<file path="src/rtl/spi_flash_xip_ctrl.sv">
`default_nettype none
// spi_flash_xip_ctrl: two-port round-robin read-only SPI flash controller.
// Issues READ (0x03) + 24-bit address + 32 data bits in SPI mode 0.
module spi_flash_xip_ctrl #(
   parameter int CLK_DIV = 2,
   parameter int CS_IDLE = 4
) (
   input  logic        clk,
   input  logic        rst,
   input  logic        req0_valid,
   input  logic [24:0] req0_addr,
   output logic        req0_ready,
   output logic        resp0_valid,
   output logic [31:0] resp0_data,
   input  logic        req1_valid,
   input  logic [24:0] req1_addr,
   output logic        req1_ready,
   output logic        resp1_valid,
   output logic [31:0] resp1_data,
   output logic        spi_clk,
   output logic [1:0]  spi_cs,
   output logic        spi_mosi,
   input  logic        spi_miso
);

   localparam int DIV_W = (CLK_DIV > 1) ? $clog2(CLK_DIV) : 1;
   localparam int GAP_W = (CS_IDLE > 1) ? $clog2(CS_IDLE) : 1;
   localparam logic [DIV_W-1:0] DIV_LAST = DIV_W'(CLK_DIV - 1);
   localparam logic [GAP_W-1:0] GAP_LAST = GAP_W'(CS_IDLE - 1);

   typedef enum logic [1:0] {IDLE = 2'd0, XFER = 2'd1, GAP = 2'd2} state_t;

   state_t             state_q, state_d;
   logic               rr_q, rr_d;
   logic               gnt_q, gnt_d;
   logic [5:0]         bit_q, bit_d;
   logic [DIV_W-1:0]   div_q, div_d;
   logic [GAP_W-1:0]   gap_q, gap_d;
   logic               sclk_q, sclk_d;
   logic [1:0]         cs_q, cs_d;
   logic [31:0]        tx_q, tx_d;
   logic [31:0]        rx_q, rx_d;
   logic [1:0]         rvalid_q, rvalid_d;
   logic [31:0]        rdata0_q, rdata0_d;
   logic [31:0]        rdata1_q, rdata1_d;

   logic               w_gnt0, w_gnt1;
   logic [24:0]        w_addr;
   logic [31:0]        w_word;

   // rr_q=1 gives port 1 priority when both request
   assign w_gnt1 = req1_valid & (~req0_valid | rr_q);
   assign w_gnt0 = req0_valid & ~w_gnt1;
   assign w_addr = w_gnt1 ? req1_addr : req0_addr;
   // First byte received lands in the least significant byte
   assign w_word = {rx_q[7:0], rx_q[15:8], rx_q[23:16], rx_q[31:24]};

   assign req0_ready  = ~rst & (state_q == IDLE) & w_gnt0;
   assign req1_ready  = ~rst & (state_q == IDLE) & w_gnt1;
   assign resp0_valid = rvalid_q[0];
   assign resp1_valid = rvalid_q[1];
   assign resp0_data  = rdata0_q;
   assign resp1_data  = rdata1_q;
   assign spi_clk     = sclk_q;
   assign spi_cs      = cs_q;
   assign spi_mosi    = tx_q[31];

   always_ff @(posedge clk or posedge rst) begin
      if (rst) begin
         state_q  <= IDLE;
         rr_q     <= 1'b0;
         gnt_q    <= 1'b0;
         bit_q    <= '0;
         div_q    <= '0;
         gap_q    <= '0;
         sclk_q   <= 1'b0;
         cs_q     <= 2'b11;
         tx_q     <= '0;
         rx_q     <= '0;
         rvalid_q <= 2'b00;
         rdata0_q <= '0;
         rdata1_q <= '0;
      end else begin
         state_q  <= state_d;
         rr_q     <= rr_d;
         gnt_q    <= gnt_d;
         bit_q    <= bit_d;
         div_q    <= div_d;
         gap_q    <= gap_d;
         sclk_q   <= sclk_d;
         cs_q     <= cs_d;
         tx_q     <= tx_d;
         rx_q     <= rx_d;
         rvalid_q <= rvalid_d;
         rdata0_q <= rdata0_d;
         rdata1_q <= rdata1_d;
      end
   end

   always_comb begin
      state_d  = state_q;
      rr_d     = rr_q;
      gnt_d    = gnt_q;
      bit_d    = bit_q;
      div_d    = div_q;
      gap_d    = gap_q;
      sclk_d   = sclk_q;
      cs_d     = cs_q;
      tx_d     = tx_q;
      rx_d     = rx_q;
      rvalid_d = 2'b00;
      rdata0_d = rdata0_q;
      rdata1_d = rdata1_q;
      case (state_q)
         IDLE: begin
            if (w_gnt0 | w_gnt1) begin
               gnt_d   = w_gnt1;
               rr_d    = ~w_gnt1;
               cs_d    = w_addr[24] ? 2'b01 : 2'b10;
               tx_d    = {8'h03, w_addr[23:0]};
               bit_d   = '0;
               div_d   = '0;
               sclk_d  = 1'b0;
               state_d = XFER;
            end
         end
         XFER: begin
            if (div_q == DIV_LAST) begin
               div_d = '0;
               if (!sclk_q) begin
                  sclk_d = 1'b1;
                  rx_d   = {rx_q[30:0], spi_miso};
               end else begin
                  sclk_d = 1'b0;
                  if (bit_q == 6'd63) begin
                     cs_d            = 2'b11;
                     gap_d           = '0;
                     state_d         = GAP;
                     rvalid_d[gnt_q] = 1'b1;
                     if (gnt_q) rdata1_d = w_word;
                     else       rdata0_d = w_word;
                  end else begin
                     // Zeros shift in behind the address, so MOSI is 0 in the data phase
                     bit_d = bit_q + 6'd1;
                     tx_d  = {tx_q[30:0], 1'b0};
                  end
               end
            end else begin
               div_d = div_q + DIV_W'(1);
            end
         end
         GAP: begin
            if (gap_q == GAP_LAST) state_d = IDLE;
            else                   gap_d   = gap_q + GAP_W'(1);
         end
         default: state_d = IDLE;
      endcase
   end

endmodule
`default_nettype wire

</file>
<file path="config.mk">
export PLATFORM = sky130hd
export DESIGN_NAME = spi_flash_xip_ctrl
export DESIGN_NICKNAME = d
export VERILOG_FILES = /design/src/rtl/spi_flash_xip_ctrl.sv
export SDC_FILE = /design/constraint.sdc
export NUM_CORES = 1
export LEC_CHECK = 0
export ABC_AREA = 1
export BUFFER_PORTS_ARGS = -buffer_cell sky130_fd_sc_hd__buf_2
export CORE_UTILIZATION = 45
export DETAILED_ROUTE_END_ITERATION = 8
export HOLD_SLACK_MARGIN = 0.08
export PLACE_DENSITY = 0.73
export SETUP_SLACK_MARGIN = 0.02
export SKIP_LAST_GASP = 1
export SYNTH_ARGS = -nofsm -noshare
export SYNTH_HDL_FRONTEND = slang
export SYNTH_SLANG_ARGS = --single-unit
</file>
<file path="constraint.sdc">
create_clock -name clk -period 4.98 [get_ports clk]
set_input_delay 0.249 -clock clk [delete_from_list [all_inputs] [get_ports clk]]
set_output_delay 0.249 -clock clk [all_outputs]
set_load 0.03 [all_outputs]
</file>
==> out/results.tsv, run 1 <==
stage	metric	value	unit
critical_path	reg2reg end	resp1_data[2]	
synthesis	Mapped Cells	765	
hold_path	Hold Crit Endpoint	rx_q[0]	
place	Placer Congestion	0.754	
die	Core ar.	14000	um2
detailed_routing	via/cell ratio	4.84	
power_and_ir_drop	switch share	0.347	
sta	Slew Limit Fails	0	
clock_tree	# hold bufs at CTS	1	
clock_tree	post-CTS setup buffer count	0	
synthesis	flops & latches, synth	146	
critical_path	crit path max fanout	27	
power_and_ir_drop	P_int	0.00255	W
grt	initial antenna violation count	0	
critical_path	worst reg2reg startpoint	state_q[1]	
die	# IOs	127	
sta	period utilization	0.622	
power_and_ir_drop	Clock Power Share	0.338	
clock_tree	CTS buffer count	17	
synthesis	Post-Synthesis Net Count	822	
synthesis	largest cells by area after synthesis	dfrtp_1 (55%), nand2_1 (17%), o21ai_1 (5.4%)	
clock_tree	clock sink count	146	
power_and_ir_drop	pwr/cell area	501	nW/um2
critical_path	CP Capture Type	primary output	
clock_tree	# resized after CTS	0	
synthesis	top cell types by occurrence after synthesis	nand2_1 (292), dfrtp_1 (144), inv_1 (79)	
place	I/O Buffers	126	
synthesis	Synth cell types	28	
grt	vias in the first global route	4954	
clock_tree	H-tree levels	4	
synthesis	synthesized area	6570	um2
detailed_routing	Pre-antenna DRT Iters	5	
power_and_ir_drop	standby leakage power	4.11	nW
critical_path	worst r2r path cells	3	
synthesis	fraction of registers with async set/reset	1.00	
critical_path	Crit path largest cell delay	740	ps
clock_tree	clock root buffer	clkbuf_16	
critical_path	slowest stage cell, crit path	nand2_1	
finish	final instance area	7790	um2
finish	Area Overhead vs Synth	18.6	%
critical_path	CP startpoint kind	flop	
critical_path	CP Cell Sequence	inv_1 -> nand2_1 -> nand2_1 -> nor2_1 -> inv_1 -> nor2_1 -> buf_2	
die	Die X	123	um
clock_tree	Clock Path Buffers	2	
hold_path	Hold Crit Depth	3	
sta	RSZ-0062 raised after global routing	no	
synthesis	Yosys top cell by area	dfrtp_1	
sta	final hold vios	0	
synthesis	Seq/Total Area, Yosys	0.557	
detailed_routing	via count	5150	
detailed_routing	Detail Route Antenna Nets	0	
grt	first-pass GRT wire length	22500	um
sta	fin crit period	3100	ps
clock_tree	CTS tree	built	
finish	# nets final	928	
clock_tree	Reg clk slew, reported paths	60	ps
place	HPWL after DPL	8410	um
hold_path	HP Class	primary input to flop	
die	Initial Util	0.468	
synthesis	Top FF cell, synth	dfrtp_1	
die	Die ar.	15100	um2
grt	grt ovf	0	
detailed_routing	WL final	13100	um
finish	layout cells sized above 1	0.218	
grt	GR Util All Layers	0.191	
critical_path	Crit Path Class	flop to primary output	
critical_path	crit path DAT	2850	ps
die	die height	123	um
hold_path	Hold Startpoint	spi_miso	
sta	Setup TNS	0	ps
sta	Worst-Margin Slew	1050	ps
sta	Slew HR	0.303	
power_and_ir_drop	combinational power share	0.269	
clock_tree	worst-skew pair later-pin latency	420	ps
sta	Setup Skew	11.7	ps
grt	pin count of the biggest net entering global routing	97	
synthesis	Post-synth EDFFs	0	
power_and_ir_drop	Reg power frac	0.393	
sta	Fmax	323	MHz
status	status	finished clean	
detailed_routing	1st-iter DRT viols	336	
die	FP Rows	43	
power_and_ir_drop	Peak supply drop	0.303	mV
synthesis	syn avg cell area	8.59	um2
critical_path	Crit path required time	4730	ps
critical_path	flop2flop setup slack	2180	ps
detailed_routing	DR WL/cell	12.3	um
synthesis	Ys Warns	0	
place	dpl cell area	7160	um2
detailed_routing	DRC errors left	0	
synthesis	most frequent cell after synthesis	nand2_1	
run	Max Cap Viol	0	
synthesis	Yosys top cell area share	0.549	
power_and_ir_drop	Tot Pwr	0.00390	W
finish	# diodes	0	
power_and_ir_drop	switching power	0.00136	W
sta	Setup violations, final	0	
worst max-delay path, delay by kind of cell (launching register included):
family / cells / cell delay, ps
flops: 1 / 320
buf+inv: 3 / 360
simple gates: 4 / 1730
through the flow:
step	utilization	setup slack (ps)	hold WS [ps]	std cells
final	0.555	1880	134	1064
after global routing	0.555	1460	140	1064
after CTS	0.555	1880	105	1064
after detailed placement	0.510	2140	465	1031
after global placement	0.510	2260	457	1031
after floorplan	-	811	408	765
layout by cell type (no fill, tap or decap), types with 2 or more instances in the layout:
| master | instances |
|---|---|
| inv_1 | 78 |
| dfstp_2 | 2 |
| ha_1 | 2 |
| clkinv_2 | 2 |
| o21ai_2 | 20 |
| a21oi_1 | 3 |
| clkbuf_8 | 3 |
| o21ai_1 | 71 |
| nand3_2 | 2 |
| o21ai_0 | 24 |
| clkbuf_16 | 17 |
| inv_2 | 2 |
| nor2_1 | 11 |
| nand2_1 | 292 |
| nand4_1 | 2 |
| nand4_4 | 2 |
| nand3_1 | 34 |
| buf_4 | 2 |
| buf_2 | 126 |
| bufinv_16 | 3 |
| inv_6 | 2 |
| dfrtp_1 | 144 |
| nand3b_1 | 26 |
| clkinvlp_4 | 3 |
worst max path at each step:
stage | startpoint | end | slack (ps) | depth (start not counted)
6_report | rr_q | req1_ready | 1880 | 7
5_1_grt | rr_q | req1_ready | 1460 | 7
4_1_cts | rr_q | req1_ready | 1880 | 7
3_5_place_dp | state_q[1] | resp0_data[8] | 2140 | 3
3_3_place_gp | req0_valid | req1_ready | 2260 | 7
2_1_floorplan | rst | bit_q[0] | 810 | 1
sequential cells by signal, indices dropped and copies added, names as in the netlist, 2 cells and up:
| name | count |
|---|---|
| gap_q | 2 |
| bit_q | 6 |
| rx_q | 32 |
| spi_cs | 2 |
| state_q | 2 |
| rvalid_q | 2 |
| tx_q | 32 |
| resp0_data | 32 |
| resp1_data | 32 |
cell type report:
class / count / area [um2]
Fill cell: 1282 / 6250
Sequential cell: 146 / 3660
Multi-Input combinational cell: 495 / 2310
Timing Repair Buffer: 129 / 656
Clock buffer: 21 / 470
Inverter: 82 / 315
Tap cell: 180 / 225
Clock inverter: 11 / 151
power groups by stage:
stage               Sequential [W]  Combinational, W  Clock (W)
global placement           0.00155           0.00103          0
global route               0.00157           0.00123    0.00139
detailed placement         0.00155           0.00106          0
floorplan                  0.00155          0.000875          0
CTS                        0.00153           0.00106    0.00134
finish                     0.00153           0.00105    0.00132
metal layers:
metal / vias to the layer above / global-route usage / wire (um)
li1: 2618 / - / -
met1: 2387 / 0.244 / 6210
met2: 133 / 0.313 / 6130
met3: 12 / 0.0474 / 640
met4: 0 / 0.0716 / 152
met5: - / 0 / 0
kinds of logic (layout without fill, tap and decap cells):
family | Yosys count | count (layout) | synth area share
and+or+nand+nor | 375 | 375 | 0.244
DFF | 146 | 146 | 0.557
AOI/OAI and AO/OA | 118 | 118 | 0.101
adders and majority gates | 2 | 2 | 0.00381
buffers and inverters | 124 | 243 | 0.0943
(Power assumes the default switching activity.)
==> run 2, diff against run 1 <==
--- a/config.mk
+++ b/config.mk
@@ -5,12 +5,12 @@
 export SDC_FILE = /design/constraint.sdc
 export NUM_CORES = 1
 export LEC_CHECK = 0
-export ABC_AREA = 1
+export ABC_AREA = 0
 export BUFFER_PORTS_ARGS = -buffer_cell sky130_fd_sc_hd__buf_2
 export CORE_UTILIZATION = 45
 export DETAILED_ROUTE_END_ITERATION = 8
 export HOLD_SLACK_MARGIN = 0.08
-export PLACE_DENSITY = 0.73
+export PLACE_DENSITY = 0.76
 export SETUP_SLACK_MARGIN = 0.02
 export SKIP_LAST_GASP = 1
 export SYNTH_ARGS = -nofsm -noshare
==> constraint.sdc (replaced) <==
create_clock -name clk -period 2.8 [get_ports clk]
set_input_delay 0.14 -clock clk [delete_from_list [all_inputs] [get_ports clk]]
set_output_delay 0.14 -clock clk [all_outputs]
set_load 0.03 [all_outputs]
==> run 2 against run 1 <==
Sequential power grew 79%. Die area shrank 0.16%. Critical path type is now flop to flop. Largest power group unchanged. Worst hold slack lost 18 ps.
==> out/results.tsv, run 2 <==
stage	metric	value	unit	change
synthesis	Post-synth EDFFs	0		unchanged
die	FP Rows	43		unchanged
grt	vias in the first global route	4442		-10%
sta	RSZ-0062 raised after global routing	no		
grt	initial antenna violation count	0		unchanged
finish	FILL cells	1109		-13%
synthesis	Mapped Cells	479		-37%
place	placed instance count	764		-26%
finish	post-route insts no fill	803		-25%
finish	layout cells sized above 1	0.385		+0.167
clock_tree	clock root buffer	clkbuf_16		
sta	Fmax	413	MHz	
clock_tree	CTS tree	built		
critical_path	crit path DAT	2710	ps	-140 ps
clock_tree	Reg clk slew, reported paths	60	ps	about the same
die	die height	123	um	about the same
critical_path	Crit Path Class	flop to flop		
clock_tree	Clock Path Buffers	2		unchanged
synthesis	Yosys top cell area share	0.550		+0.000942
grt	GR Util All Layers	0.190		-0.00157
status	status	finished clean		
finish	# nets final	667		-28%
clock_tree	H-tree levels	4		unchanged
detailed_routing	via/cell ratio	5.37		+11%
place	HPWL after DPL	8880	um	+5.5%
sta	final hold vios	0		unchanged
sta	Slew Limit Fails	0		unchanged
power_and_ir_drop	standby leakage power	4.12	nW	+0.16%
power_and_ir_drop	Peak supply drop	0.426	mV	+40%
synthesis	top cell types by occurrence after synthesis	dfrtp_1 (144), mux2_1 (62), mux2_2 (34)		
run	Max Cap Viol	0		unchanged
critical_path	Crit path largest cell delay	440	ps	-300 ps
sta	Worst-Margin Slew	851	ps	-194 ps
sta	Setup violations, final	0		unchanged
synthesis	flops & latches, synth	146		unchanged
detailed_routing	1st-iter DRT viols	257		-24%
finish	Area Overhead vs Synth	23.0	%	
sta	Min Hold Slack	116	ps	-18.0 ps
clock_tree	# hold bufs at CTS	7		+6
detailed_routing	via count	4312		-16%
critical_path	crit path max fanout	19		-30%
critical_path	CP Cell Sequence	ha_1 -> and3_1 -> and2_1 -> nand3_2 -> buf_4 -> mux2_1		
detailed_routing	DR WL/cell	16.2	um	+31%
detailed_routing	DRC errors left	0		unchanged
die	# IOs	127		unchanged
grt	first-pass GRT wire length	21800	um	-3.2%
die	Die ar.	15100	um2	-0.16%
critical_path	CP startpoint kind	flop		
critical_path	CP Capture Type	flop		
grt	grt ovf	0		unchanged
synthesis	Synth cell types	48		+71%
die	Die X	123	um	about the same
synthesis	Yosys top cell by area	dfrtp_1		
finish	commonest non-fill, non-tap cell in the layout	dfrtp_1		
synthesis	syn avg cell area	13.7	um2	+59%
clock_tree	post-CTS setup buffer count	0		unchanged
detailed_routing	WL final	13000	um	-0.94%
place	I/O Buffers	126		unchanged
power_and_ir_drop	pwr/cell area	791	nW/um2	+58%
synthesis	Ys Warns	0		unchanged
clock_tree	worst-skew pair later-pin latency	420	ps	about the same
synthesis	Top FF cell, synth	dfrtp_1		
sta	fin crit period	2420	ps	
clock_tree	CTS buffer count	17		unchanged
finish	# diodes	0		unchanged
clock_tree	# resized after CTS	0		unchanged
grt	pin count of the biggest net entering global routing	75		-23%
synthesis	Seq/Total Area, Yosys	0.558		+0.000956
die	Initial Util	0.467		-0.000802
detailed_routing	Pre-antenna DRT Iters	5		unchanged
synthesis	synthesized area	6560	um2	-0.17%
detailed_routing	Detail Route Antenna Nets	0		unchanged
sta	Setup TNS	0	ps	unchanged
finish	most frequent cells in the layout	dfrtp_1 (144), buf_2 (126), mux2_1 (62)		
place	Placer Congestion	0.762		+1.0%
die	Core ar.	14000	um2	unchanged
synthesis	largest cells by area after synthesis	dfrtp_1 (55%), mux2_1 (11%), o31ai_4 (7.8%)		
hold_path	HP Class	primary input to flop		
synthesis	fraction of registers with async set/reset	1.00		unchanged
critical_path	slowest stage cell, crit path	nand3_2		
synthesis	most frequent cell after synthesis	dfrtp_1		
sta	period utilization	0.865		
critical_path	Crit path required time	3090	ps	-1640 ps
sta	Setup Skew	5.60	ps	-6.11 ps
sta	Slew HR	0.433		+0.130
clock_tree	clock sink count	146		unchanged
synthesis	Post-Synthesis Net Count	536		-35%
-- run 2: critical path: cells and delay by family (launching register included) --
| kind | cells | cell delay [ps] |
|---|---|---|
| flops | 1 | 410 |
| buf+inv | 1 | 370 |
| fa+ha+maj | 1 | 220 |
| simple gates | 3 | 970 |
| mux | 1 | 320 |
-- run 2: layout make-up --
| cell class | instances | area, um2 | area share |
|---|---|---|---|
| clock inverters | 9 | 151 | 0.0188 |
| clock buffers | 23 | 488 | 0.0605 |
| well taps | 180 | 225 | 0.0279 |
| inverters | 5 | 22.5 | 0.00279 |
| flip-flops and latches | 146 | 3660 | 0.453 |
| repair buffers | 147 | 843 | 0.105 |
| multi-input cells | 293 | 2680 | 0.332 |
-- run 2: final timing paths --
kind	cells past startpoint	slack, ps	to	from
min in group asynchronous	3	190	rr_q	rst
setup reg to reg	6	380	resp1_data[2]	bit_q[0]
setup / recovery	6	380	resp1_data[2]	bit_q[0]
hold / removal	3	120	tx_q[19]	req0_addr[19]
max in group asynchronous	4	1570	rx_q[17]	rst
hold reg to reg	1	480	resp0_data[10]	resp0_data[10]
-- run 2: cells by family after synthesis --
kind of cell	synth area share
XOR/XNOR	0.00134
buffers and inverters	0.0359
adder cells (fa/ha/maj)	0.00382
AO/OA/AOI/OAI	0.165
AND/OR/NAND/NOR	0.0672
flip-flops	0.558
multiplexers	0.169
-- run 2: per-stage QoR --
| step | cell area [um2] | worst slack (ps) | utilization | total power [W] |
|---|---|---|---|---|
| global route | 8070 | 156 | 0.574 | 0.00668 |
| global placement | 7360 | 470 | 0.524 | 0.00390 |
| finish | 8070 | 378 | 0.574 | 0.00638 |
| CTS | 8070 | 319 | 0.574 | 0.00644 |
| detailed placement | 7360 | 336 | 0.524 | 0.00399 |
| floorplan | 6560 | 801 | - | 0.00372 |
-- run 2: layer usage --
metal,global-route usage,up-vias,part of all wire
li1,-,2009,-
met4,0.0816,0,0.017
met1,0.234,2163,0.44
met3,0.0469,19,0.044
met2,0.316,121,0.50
met5,0,-,0
-- run 2: where the power goes --
part,switching (W),internal (W),total [W]
combinational,0.000657,0.000563,0.00122
clock,0.000834,0.00158,0.00242
sequential,0.000280,0.00246,0.00274
